===== src/rtl/riscv_pkg.sv =====
// Shared RV32I encoding constants: request kinds, major opcodes and funct3 values
// for the subset the single-cycle core decodes.
package riscv_pkg;

  typedef enum logic [2:0] {
    KIND_R      = 3'd0,
    KIND_I_ALU  = 3'd1,
    KIND_LOAD   = 3'd2,
    KIND_STORE  = 3'd3,
    KIND_BRANCH = 3'd4,
    KIND_JAL    = 3'd5,
    KIND_JALR   = 3'd6,
    KIND_LUI    = 3'd7
  } instr_kind_t;

  localparam logic [6:0] OP_R      = 7'b0110011;
  localparam logic [6:0] OP_IMM    = 7'b0010011;
  localparam logic [6:0] OP_LOAD   = 7'b0000011;
  localparam logic [6:0] OP_STORE  = 7'b0100011;
  localparam logic [6:0] OP_BRANCH = 7'b1100011;
  localparam logic [6:0] OP_JAL    = 7'b1101111;
  localparam logic [6:0] OP_JALR   = 7'b1100111;
  localparam logic [6:0] OP_LUI    = 7'b0110111;

  localparam logic [2:0] F3_LB  = 3'b000;
  localparam logic [2:0] F3_LH  = 3'b001;
  localparam logic [2:0] F3_LW  = 3'b010;
  localparam logic [2:0] F3_LBU = 3'b100;
  localparam logic [2:0] F3_LHU = 3'b101;
  localparam logic [2:0] F3_SB  = 3'b000;
  localparam logic [2:0] F3_SH  = 3'b001;
  localparam logic [2:0] F3_SW  = 3'b010;

  localparam logic [2:0] F3_ADD = 3'b000;
  localparam logic [2:0] F3_SLL = 3'b001;
  localparam logic [2:0] F3_SR  = 3'b101;
  localparam logic [2:0] F3_BEQ = 3'b000;
  localparam logic [2:0] F3_BNE = 3'b001;

endpackage


===== src/rtl/instr_encoder_if.sv =====
// Request/response bundle of the instruction encoder; master drives requests and
// drains words, slave is the encoder itself.
interface instr_encoder_if #(
  parameter int Width     = 32,
  parameter int Depth     = 4,
  parameter int AddrWidth = 10
);
  localparam int CountWidth = $clog2(Depth) + 1;

  logic                  in_valid;
  logic                  in_ready;
  logic [2:0]            in_kind;
  logic [2:0]            in_funct3;
  logic                  in_alt;
  logic [4:0]            in_rd;
  logic [4:0]            in_rs1;
  logic [4:0]            in_rs2;
  logic [Width-1:0]      in_imm;
  logic                  out_valid;
  logic                  out_ready;
  logic [Width-1:0]      out_instr;
  logic [AddrWidth-1:0]  out_addr;
  logic [CountWidth-1:0] count;
  logic                  illegal;
  logic [7:0]            illegal_count;

  modport master (
    output in_valid, in_kind, in_funct3, in_alt, in_rd, in_rs1, in_rs2, in_imm, out_ready,
    input  in_ready, out_valid, out_instr, out_addr, count, illegal, illegal_count
  );

  modport slave (
    input  in_valid, in_kind, in_funct3, in_alt, in_rd, in_rs1, in_rs2, in_imm, out_ready,
    output in_ready, out_valid, out_instr, out_addr, count, illegal, illegal_count
  );

endinterface


===== src/rtl/instr_encoder_sync_fifo.sv =====
// Small synchronous FIFO; occupancy carries one extra bit so full and empty stay
// distinguishable when the power-of-two pointers wrap onto each other.
module sync_fifo #(
  parameter int Width = 32,
  parameter int Depth = 4,
  localparam int PtrWidth   = $clog2(Depth),
  localparam int CountWidth = PtrWidth + 1
) (
  input  logic                  clk,
  input  logic                  rst,
  input  logic                  push_i,
  input  logic                  pop_i,
  input  logic [Width-1:0]      wdata_i,
  output logic [Width-1:0]      rdata_o,
  output logic                  full_o,
  output logic                  empty_o,
  output logic [CountWidth-1:0] count_o
);

  logic [Width-1:0]      mem_q [Depth];
  logic [PtrWidth-1:0]   wr_ptr_q, wr_ptr_d;
  logic [PtrWidth-1:0]   rd_ptr_q, rd_ptr_d;
  logic [CountWidth-1:0] count_q, count_d;
  logic                  do_push, do_pop;

  assign full_o  = (count_q == CountWidth'(Depth));
  assign empty_o = (count_q == '0);
  assign count_o = count_q;
  assign do_push = push_i && !full_o;
  assign do_pop  = pop_i && !empty_o;

  // Reads as zero when empty so the output bus never shows stale words.
  assign rdata_o = empty_o ? '0 : mem_q[rd_ptr_q];

  always_comb begin
    wr_ptr_d = wr_ptr_q;
    rd_ptr_d = rd_ptr_q;
    count_d  = count_q + CountWidth'(do_push) - CountWidth'(do_pop);
    if (do_push) wr_ptr_d = wr_ptr_q + PtrWidth'(1);
    if (do_pop)  rd_ptr_d = rd_ptr_q + PtrWidth'(1);
  end

  always_ff @(posedge clk) begin
    if (rst) begin
      wr_ptr_q <= '0;
      rd_ptr_q <= '0;
      count_q  <= '0;
    end else begin
      wr_ptr_q <= wr_ptr_d;
      rd_ptr_q <= rd_ptr_d;
      count_q  <= count_d;
    end
  end

  always_ff @(posedge clk) begin
    if (do_push) mem_q[wr_ptr_q] <= wdata_i;
  end

endmodule


===== src/rtl/instr_encoder.sv =====
// Packs symbolic RV32I requests into 32-bit words, queues them and streams them
// out with an auto-incrementing byte address; unsupported requests are counted.
module instr_encoder
  import riscv_pkg::*;
#(
  parameter int Width     = 32,
  parameter int Depth     = 4,
  parameter int AddrWidth = 10,
  parameter logic [AddrWidth-1:0] BaseAddr = '0
) (
  input  logic           clk,
  input  logic           rst,
  instr_encoder_if.slave bus
);

  localparam int CountWidth = $clog2(Depth) + 1;

  logic [Width-1:0]      enc_word;
  logic                  enc_legal;
  logic [2:0]            f3;
  logic [4:0]            rd, rs1, rs2;
  logic [Width-1:0]      imm;
  logic                  accept, push, pop;
  logic                  fifo_full, fifo_empty;
  logic [Width-1:0]      fifo_rdata;
  logic [CountWidth-1:0] fifo_count;
  logic [AddrWidth-1:0]  addr_q, addr_d;
  logic                  illegal_q, illegal_d;
  logic [7:0]            illegal_cnt_q, illegal_cnt_d;

  assign f3  = bus.in_funct3;
  assign rd  = bus.in_rd;
  assign rs1 = bus.in_rs1;
  assign rs2 = bus.in_rs2;
  assign imm = bus.in_imm;

  always_comb begin
    enc_word  = '0;
    enc_legal = 1'b0;
    case (instr_kind_t'(bus.in_kind))
      KIND_R: begin
        enc_word  = {(bus.in_alt ? 7'b0100000 : 7'b0000000), rs2, rs1, f3, rd, OP_R};
        enc_legal = !bus.in_alt || (f3 == F3_ADD) || (f3 == F3_SR);
      end
      KIND_I_ALU: begin
        if (f3 == F3_ADD) begin
          enc_word  = {imm[11:0], rs1, F3_ADD, rd, OP_IMM};
          enc_legal = 1'b1;
        end else if (f3 == F3_SLL) begin
          enc_word  = {7'b0000000, imm[4:0], rs1, F3_SLL, rd, OP_IMM};
          enc_legal = 1'b1;
        end
      end
      KIND_LOAD: begin
        enc_word  = {imm[11:0], rs1, f3, rd, OP_LOAD};
        enc_legal = f3 inside {F3_LB, F3_LH, F3_LW, F3_LBU, F3_LHU};
      end
      KIND_STORE: begin
        enc_word  = {imm[11:5], rs2, rs1, f3, imm[4:0], OP_STORE};
        enc_legal = f3 inside {F3_SB, F3_SH, F3_SW};
      end
      KIND_BRANCH: begin
        enc_word  = {imm[12], imm[10:5], rs2, rs1, f3, imm[4:1], imm[11], OP_BRANCH};
        enc_legal = (f3 == F3_BEQ || f3 == F3_BNE) && !imm[0];
      end
      KIND_JAL: begin
        enc_word  = {imm[20], imm[10:1], imm[11], imm[19:12], rd, OP_JAL};
        enc_legal = !imm[0];
      end
      KIND_JALR: begin
        enc_word  = {imm[11:0], rs1, 3'b000, rd, OP_JALR};
        enc_legal = 1'b1;
      end
      KIND_LUI: begin
        enc_word  = {imm[31:12], rd, OP_LUI};
        enc_legal = 1'b1;
      end
    endcase
  end

  // Rejected requests still consume a handshake so the requester never stalls on them.
  assign bus.in_ready = !rst && !fifo_full;
  assign accept       = bus.in_valid && bus.in_ready;
  assign push         = accept && enc_legal;
  assign pop          = bus.out_valid && bus.out_ready;

  sync_fifo #(
    .Width (Width),
    .Depth (Depth)
  ) u_fifo (
    .clk     (clk),
    .rst     (rst),
    .push_i  (push),
    .pop_i   (pop),
    .wdata_i (enc_word),
    .rdata_o (fifo_rdata),
    .full_o  (fifo_full),
    .empty_o (fifo_empty),
    .count_o (fifo_count)
  );

  always_comb begin
    addr_d        = addr_q;
    illegal_d     = illegal_q;
    illegal_cnt_d = illegal_cnt_q;
    if (pop) addr_d = addr_q + AddrWidth'(4);
    if (accept && !enc_legal) begin
      illegal_d = 1'b1;
      if (illegal_cnt_q != 8'hFF) illegal_cnt_d = illegal_cnt_q + 8'd1;
    end
  end

  always_ff @(posedge clk) begin
    if (rst) begin
      addr_q        <= BaseAddr;
      illegal_q     <= 1'b0;
      illegal_cnt_q <= '0;
    end else begin
      addr_q        <= addr_d;
      illegal_q     <= illegal_d;
      illegal_cnt_q <= illegal_cnt_d;
    end
  end

  assign bus.out_valid     = !fifo_empty;
  assign bus.out_instr     = fifo_rdata;
  assign bus.out_addr      = addr_q;
  assign bus.count         = fifo_count;
  assign bus.illegal       = illegal_q;
  assign bus.illegal_count = illegal_cnt_q;

endmodule


===== src/flat_wrapper.sv =====
// flat-port wrapper written by rule: the top's interface ports become plain ports
module instr_encoder_flat import riscv_pkg::*;
#(
  parameter int Width     = 32,
  parameter int Depth     = 4,
  parameter int AddrWidth = 10,
  parameter logic [AddrWidth-1:0] BaseAddr = '0
)
  (clk, rst, bus_in_valid, bus_in_kind, bus_in_funct3, bus_in_alt, bus_in_rd, bus_in_rs1, bus_in_rs2, bus_in_imm, bus_out_ready, bus_in_ready, bus_out_valid, bus_out_instr, bus_out_addr, bus_count, bus_illegal, bus_illegal_count);
  instr_encoder_if #(.Width(Width), .Depth(Depth), .AddrWidth(AddrWidth)) bus_i ();
  input  logic clk;
  input  logic rst;
  input wire logic [$bits(bus_i.in_valid)-1:0] bus_in_valid;
  input wire logic [$bits(bus_i.in_kind)-1:0] bus_in_kind;
  input wire logic [$bits(bus_i.in_funct3)-1:0] bus_in_funct3;
  input wire logic [$bits(bus_i.in_alt)-1:0] bus_in_alt;
  input wire logic [$bits(bus_i.in_rd)-1:0] bus_in_rd;
  input wire logic [$bits(bus_i.in_rs1)-1:0] bus_in_rs1;
  input wire logic [$bits(bus_i.in_rs2)-1:0] bus_in_rs2;
  input wire logic [$bits(bus_i.in_imm)-1:0] bus_in_imm;
  input wire logic [$bits(bus_i.out_ready)-1:0] bus_out_ready;
  output wire logic [$bits(bus_i.in_ready)-1:0] bus_in_ready;
  output wire logic [$bits(bus_i.out_valid)-1:0] bus_out_valid;
  output wire logic [$bits(bus_i.out_instr)-1:0] bus_out_instr;
  output wire logic [$bits(bus_i.out_addr)-1:0] bus_out_addr;
  output wire logic [$bits(bus_i.count)-1:0] bus_count;
  output wire logic [$bits(bus_i.illegal)-1:0] bus_illegal;
  output wire logic [$bits(bus_i.illegal_count)-1:0] bus_illegal_count;
  assign bus_i.in_valid = bus_in_valid;
  assign bus_i.in_kind = bus_in_kind;
  assign bus_i.in_funct3 = bus_in_funct3;
  assign bus_i.in_alt = bus_in_alt;
  assign bus_i.in_rd = bus_in_rd;
  assign bus_i.in_rs1 = bus_in_rs1;
  assign bus_i.in_rs2 = bus_in_rs2;
  assign bus_i.in_imm = bus_in_imm;
  assign bus_i.out_ready = bus_out_ready;
  assign bus_in_ready = bus_i.in_ready;
  assign bus_out_valid = bus_i.out_valid;
  assign bus_out_instr = bus_i.out_instr;
  assign bus_out_addr = bus_i.out_addr;
  assign bus_count = bus_i.count;
  assign bus_illegal = bus_i.illegal;
  assign bus_illegal_count = bus_i.illegal_count;
  instr_encoder #(.Width(Width), .Depth(Depth), .AddrWidth(AddrWidth), .BaseAddr(BaseAddr)) u_core (.clk(clk), .rst(rst), .bus(bus_i));
endmodule

===== config.mk =====
export PLATFORM = sky130hd
export DESIGN_NAME = instr_encoder_flat
export DESIGN_NICKNAME = d
export VERILOG_FILES = /design/src/rtl/riscv_pkg.sv /design/src/rtl/instr_encoder_if.sv /design/src/rtl/instr_encoder_sync_fifo.sv /design/src/rtl/instr_encoder.sv /design/src/flat_wrapper.sv
export SDC_FILE = /design/constraint.sdc
export NUM_CORES = 1
export LEC_CHECK = 0
export BUFFER_PORTS_ARGS = -buffer_cell sky130_fd_sc_hd__buf_4
export CAP_MARGIN = 20
export CORE_ASPECT_RATIO = 0.5
export CORE_UTILIZATION = 60
export DETAILED_ROUTE_END_ITERATION = 16
export PLACE_DENSITY = 0.93
export REMOVE_ABC_BUFFERS = 1
export SETUP_SLACK_MARGIN = 0.5
export SLEW_MARGIN = 20
export SYNTH_ARGS = -nofsm -noshare
export SYNTH_HDL_FRONTEND = slang
export SYNTH_SLANG_ARGS = --single-unit

===== constraint.sdc =====
create_clock -name clk -period 8.9 [get_ports clk]
set_input_delay 1.78 -clock clk [delete_from_list [all_inputs] [get_ports clk]]
set_output_delay 1.78 -clock clk [all_outputs]
set_load 0.05 [all_outputs]

Word level (Yosys, flattened, before mapping)

Memory sizes are Yosys's and may differ from the RTL's. A register that Yosys moved wholly into a read port is not among the register bits.
Cells that the tools add are included.

Add/sub/neg operators: 6
Mux-type cells: 12
Equality and inequality tests: 13
Reductions and logical operators: 24

Operators by type and width:

| kind                                                            | count |
|---|---|
| 32-bit case mux with 8 select lines                             | 1 |
| 32-bit two-way mux                                              | 2 |
| 25-bit two-way mux                                              | 1 |
| 3-bit == test, second input constant                            | 7 |
| 10-bit by 3-bit adder with 10-bit output, second input constant | 1 |
| 3-bit by 2-bit == test with 1-bit output, second input constant | 3 |
| 3-bit logical NOT                                               | 3 |
| 8-bit by 1-bit adder with 8-bit output, second input constant   | 1 |
| 1-bit logical AND                                               | 8 |
| 8-bit != test, second input constant                            | 1 |
| 1-bit case mux with 7 select lines                              | 1 |
| 3-bit by 1-bit == test with 1-bit output, second input constant | 2 |
| 1-bit logical NOT                                               | 6 |
| 6-bit two-way mux                                               | 1 |
| 5-bit nonzero test                                              | 1 |
| 2-bit by 1-bit adder with 2-bit output, second input constant   | 2 |
| 1-bit two-way mux                                               | 4 |
| 2-bit two-way mux                                               | 2 |
| 3-bit by 1-bit adder with 3-bit output                          | 1 |
| 1-bit logical OR                                                | 3 |
| 3-bit nonzero test                                              | 1 |
| 3-bit by 1-bit subtractor with 3-bit output                     | 1 |
| 2-bit AND reduction                                             | 1 |
| 2-bit OR reduction                                              | 1 |

Memories kept: 1
RAM bits: 128
Register bits: 26
Bits of input ports: 58

Memories:

| name                | words | bits a word | rd ports | clocked after Yosys merged registers in | wr ports | line                          | RTL |
|---|---|---|---|---|---|---|---|
| u_core.u_fifo.mem_q | 4     | 32          | 1        | 1                                       | 1        | instr_encoder_sync_fifo.sv:20 | `logic [Width-1:0] mem_q [Depth];` |

Longest topological paths before layout

Depth in word-level cells: 8
Mapped depth: 13
Mapped depth without buffers: 12

Modules after synthesis

Synthesis repeated with hierarchy kept, for this count alone.

Cells, all modules: 462
Area, all modules: 7010.5 um2

Modules (own cells, without submodules):

| module        | cells an instance | area each (um2) | seq. area each (um2) | instances |
|---|---|---|---|---|
| sync_fifo     | 253               | 5456.5          | 4023.9               | 1 |
| instr_encoder | 209               | 1554.0          | 340.3                | 1 |

Worst setup path before layout

Ideal clock, no wire load.

Path type: input to output
Start point: in rst
End point: out bus_in_ready
Arrival time: 2.575 ns
Stages on the path: 1
Buffers on the path: 0
Setup slack: 4.545 ns
Cell sequence: a21oi_1

Cells in the longest elaborated chain, start to end: 2

Ends and longest elaborated chain:

| element           | line                | RTL |
|---|---|---|
| start, declared   | flat_wrapper.sv:12  | `input logic rst;` |
| 1-bit logical NOT | instr_encoder.sv:82 | `assign bus.in_ready = !rst && !fifo_full;` |
| 1-bit logical AND | instr_encoder.sv:82 |  |
| end, declared     | flat_wrapper.sv:22  | `output wire logic [$bits(bus_i.in_ready)-1:0] bus_in_ready;` |

No other way between the ends.

Worst setup path in the final report

Ends and elaborated chain as after synthesis.

==> impl_metrics.env <==
export IMPL_synth_cell_type_count=59
export IMPL_crit_top_cell="buf_4"
export IMPL_crit_family="buffers and inverters"
export IMPL_nets=615
export IMPL_root_buffer="clkbuf_16"
export IMPL_grt_util_all_layers_pct=28.9
export IMPL_crit_slowest_cell="buf_4"
export IMPL_drive_above_1_share_pct=35.3
export IMPL_area_delta_synth_final_pct=22.7
export IMPL_num_vias=4410
export IMPL_n_fill_cell=575
export IMPL_yosysMostFrequentCell="edfxtp_1"
export IMPL_clk_latency_ns=0.42
export IMPL_worstHoldStart="u_core.bus.illegal"
export IMPL_wl_per_cell_um=22.2
export IMPL_maxSlewHeadroom_pct=52.8
export IMPL_tightest_slew_ns=0.709
export IMPL_min_path_type="register to register"
export IMPL_cp_start_kind="input pin"
export IMPL_dr_pass1_iters=6
export IMPL_reg2reg_depth=11
export IMPL_hold_path_depth=1
export IMPL_power_total_w=0.00237
export IMPL_reg2reg_slack_ns=6.14
export IMPL_gp_congestion=0.842
export IMPL_timing_rr_end="u_core.u_fifo.count_o[2]"
export IMPL_rows=26
export IMPL_use_met2_pct=47.5
export IMPL_tritoncts="built"
export IMPL_syn_area_per_cell_sq_um=15.1
export IMPL_rsz0062_at_grt="no"
export IMPL_p_per_area_nw_per_um2=292
export IMPL_path_class="input pin to output pin"
export IMPL_boundaryPins=114
export IMPL_fin_skew_ns=0.00807
export IMPL_rr_startpoint="u_core.u_fifo.count_o[1]"
export IMPL_cts_max_level=4
export IMPL_start_util_pct=63.2
export IMPL_synth_yosys_seq_area_share_pct=64.1
export IMPL_ir_drop_uv=203
export IMPL_grt_pass1_vias=4325
export IMPL_via_per_inst=6.29
export IMPL_finalWirelength_mm=15.6
export IMPL_grt_util_met3_pct=7.78
export IMPL_min_to="u_core.bus.illegal"
export IMPL_port_buffers=111
export IMPL_clk_pin_slew_ns=0.06
export IMPL_setup_viol=0
export IMPL_grt_pass1_wl_mm=24.1
export IMPL_status="finished, final reports clean"
export IMPL_core_sq_um=10500
export IMPL_fin_tns_setup_ns=0
export IMPL_crit_arrival_ns=2.43
export IMPL_drc=0
export IMPL_postCtsSetupRepairBufs=0
export IMPL_cts_hold_buf=0
export IMPL_antenna_cells=0
export IMPL_grt_overflow_total=0
export IMPL_syn_cell_area_sq_um=6620
export IMPL_netlist_instances=438
export IMPL_die_w_um=151
export IMPL_layout_min_cycle_time_ns=4.21
export IMPL_cts_sinks=150
export IMPL_synth_largest_area_cell="edfxtp_1"
export IMPL_clock_fmax_ghz=0.237
export IMPL_cp_cell_sequence="buf_4 -> a21oi_1 -> buf_4"
export IMPL_maxCapViolCount=0
export IMPL_synth_area_leaders="edfxtp_1 (56%), mux4_2 (11%), dfxtp_1 (7.9%), and2_1 (3.5%), ha_1 (1.5%)"
export IMPL_critPathMaxFanout=24
export IMPL_grt_max_degree=33
export IMPL_synth_warnings=0
export IMPL_crit_buf_inv=2
export IMPL_crit_required_ns=7.12
export IMPL_utilization_pct=77.5
export IMPL_p_leak_nw=3.03
export IMPL_cts_path_max_buffers=2
export IMPL_holdWs_ns=0.502
export IMPL_top_usage_layer="met2"
export IMPL_ys_flop_type="edfxtp_1"
export IMPL_ys_ff_latch=150
export IMPL_synth_edf_count=124
export IMPL_crit_path_end_kind="output pin"
export IMPL_postCtsResizedCells=0
export IMPL_dp_hpwl_mm=9.08
export IMPL_grt_use_met1_pct=37.7
export IMPL_die_height_um=76.3
export IMPL_fin_crit_sh_pct=47.3
export IMPL_slew_violations=0
export IMPL_grt_antenna_before_repair=0
export IMPL_yosysTopAreaCellShare_pct=56.2
export IMPL_cts_buffers=17
export IMPL_hold_violations=0
export IMPL_critPathMaxStageDelay_ns=0.24
export IMPL_dieArea_sq_um=11500
export IMPL_ant_nets=0
export IMPL_ys_async_sr_fraction_pct=0
export IMPL_initialDrtViolationCount=504
export IMPL_synth_commonest_cells="edfxtp_1 (124), and2_1 (37), mux4_2 (31)"
## stage by stage
step	cells	instance area, sq um	setup slack, ns
floorplan	412	6470	4.53
detailed placement	669	7530	4.32
CTS	701	8120	4.71
global placement	669	7530	4.43
global route	701	8120	4.44
finish	701	8120	4.69
## cell families after synthesis
logic type | Yosys count | synth area share, %
compound gates | 69 | 8.13
flops | 150 | 64.1
other cells | 1 | 0.0566
buf+inv | 48 | 3.50
fa+ha+maj | 9 | 1.81
simple gates | 112 | 9.28
mux | 38 | 11.7
xor+xnor | 11 | 1.46
## final cells by class
class	instances	area [sq um]	share of cell area (%)
clock buffers	17	425	5.24
clock inverters	15	170	2.09
inverters	21	78.8	0.970
multi-input cells	241	2150	26.5
flip-flops and latches	150	4250	52.3
well taps	140	175	2.16
repair buffers	117	878	10.8
## placed cells by master (no fill, tap or decap), types with 9 or more instances in the layout
cell       Yosys  routed
inv_1         20      20
and2_1        37      37
nor2_1        23      23
buf_4          3     117
nand2_1       15      15
mux4_2        31      31
a21oi_1        9       9
dfxtp_1       26      25
o21ai_0       10      10
edfxtp_1     124     124
clkbuf_16      0      17
a222oi_1       9       9
## worst max path at each step
stage | from | cells past startpoint | endpoint
2_1_floorplan | register | 2 | bus_out_instr[0]
3_3_place_gp | bus_in_kind[1] | 13 | u_core.u_fifo.count_o[2]
3_5_place_dp | bus_in_kind[1] | 13 | u_core.u_fifo.count_o[2]
4_1_cts | rst | 3 | bus_in_ready
5_1_grt | bus_in_kind[1] | 13 | u_core.u_fifo.count_o[2]
6_report | rst | 3 | bus_in_ready
## sequential cells by signal, indices dropped and copies added, names as in the netlist, named ones only
signal,cells
u_core.u_fifo.mem_q,124
u_core.bus.illegal_count,8
u_core.bus.out_addr,8
u_core.u_fifo.count_o,3
u_core.u_fifo.rd_ptr_q,2
u_core.u_fifo.wr_ptr_q,2
u_core.bus.illegal,1
## power breakdown
group	switching [W]	total (W)	internal (W)
clock network	0.000301	0.000721	0.000420
registers	0.0000216	0.000825	0.000803
logic	0.000531	0.000824	0.000293
total	0.000854	0.00237	0.00152
## layer usage
metal	vias to the layer above	part of all wire [%]
met5	-	0
met4	0	3.4
met3	61	8.8
met2	307	49
met1	2130	38
li1	1912	-
## worst register-to-register path, cell delays in order (launching register included)
cell,delay (ns)
dfxtp_1,0.44
nor2_1,0.10
a211o_1,0.41
nor2_1,0.29
inv_2,0.10
ha_1,0.28
inv_1,0.04
ha_1,0.19
fa_1,0.40
xnor2_1,0.19
xnor2_1,0.14
nor2_1,0.05
(Power assumes the default switching activity.)
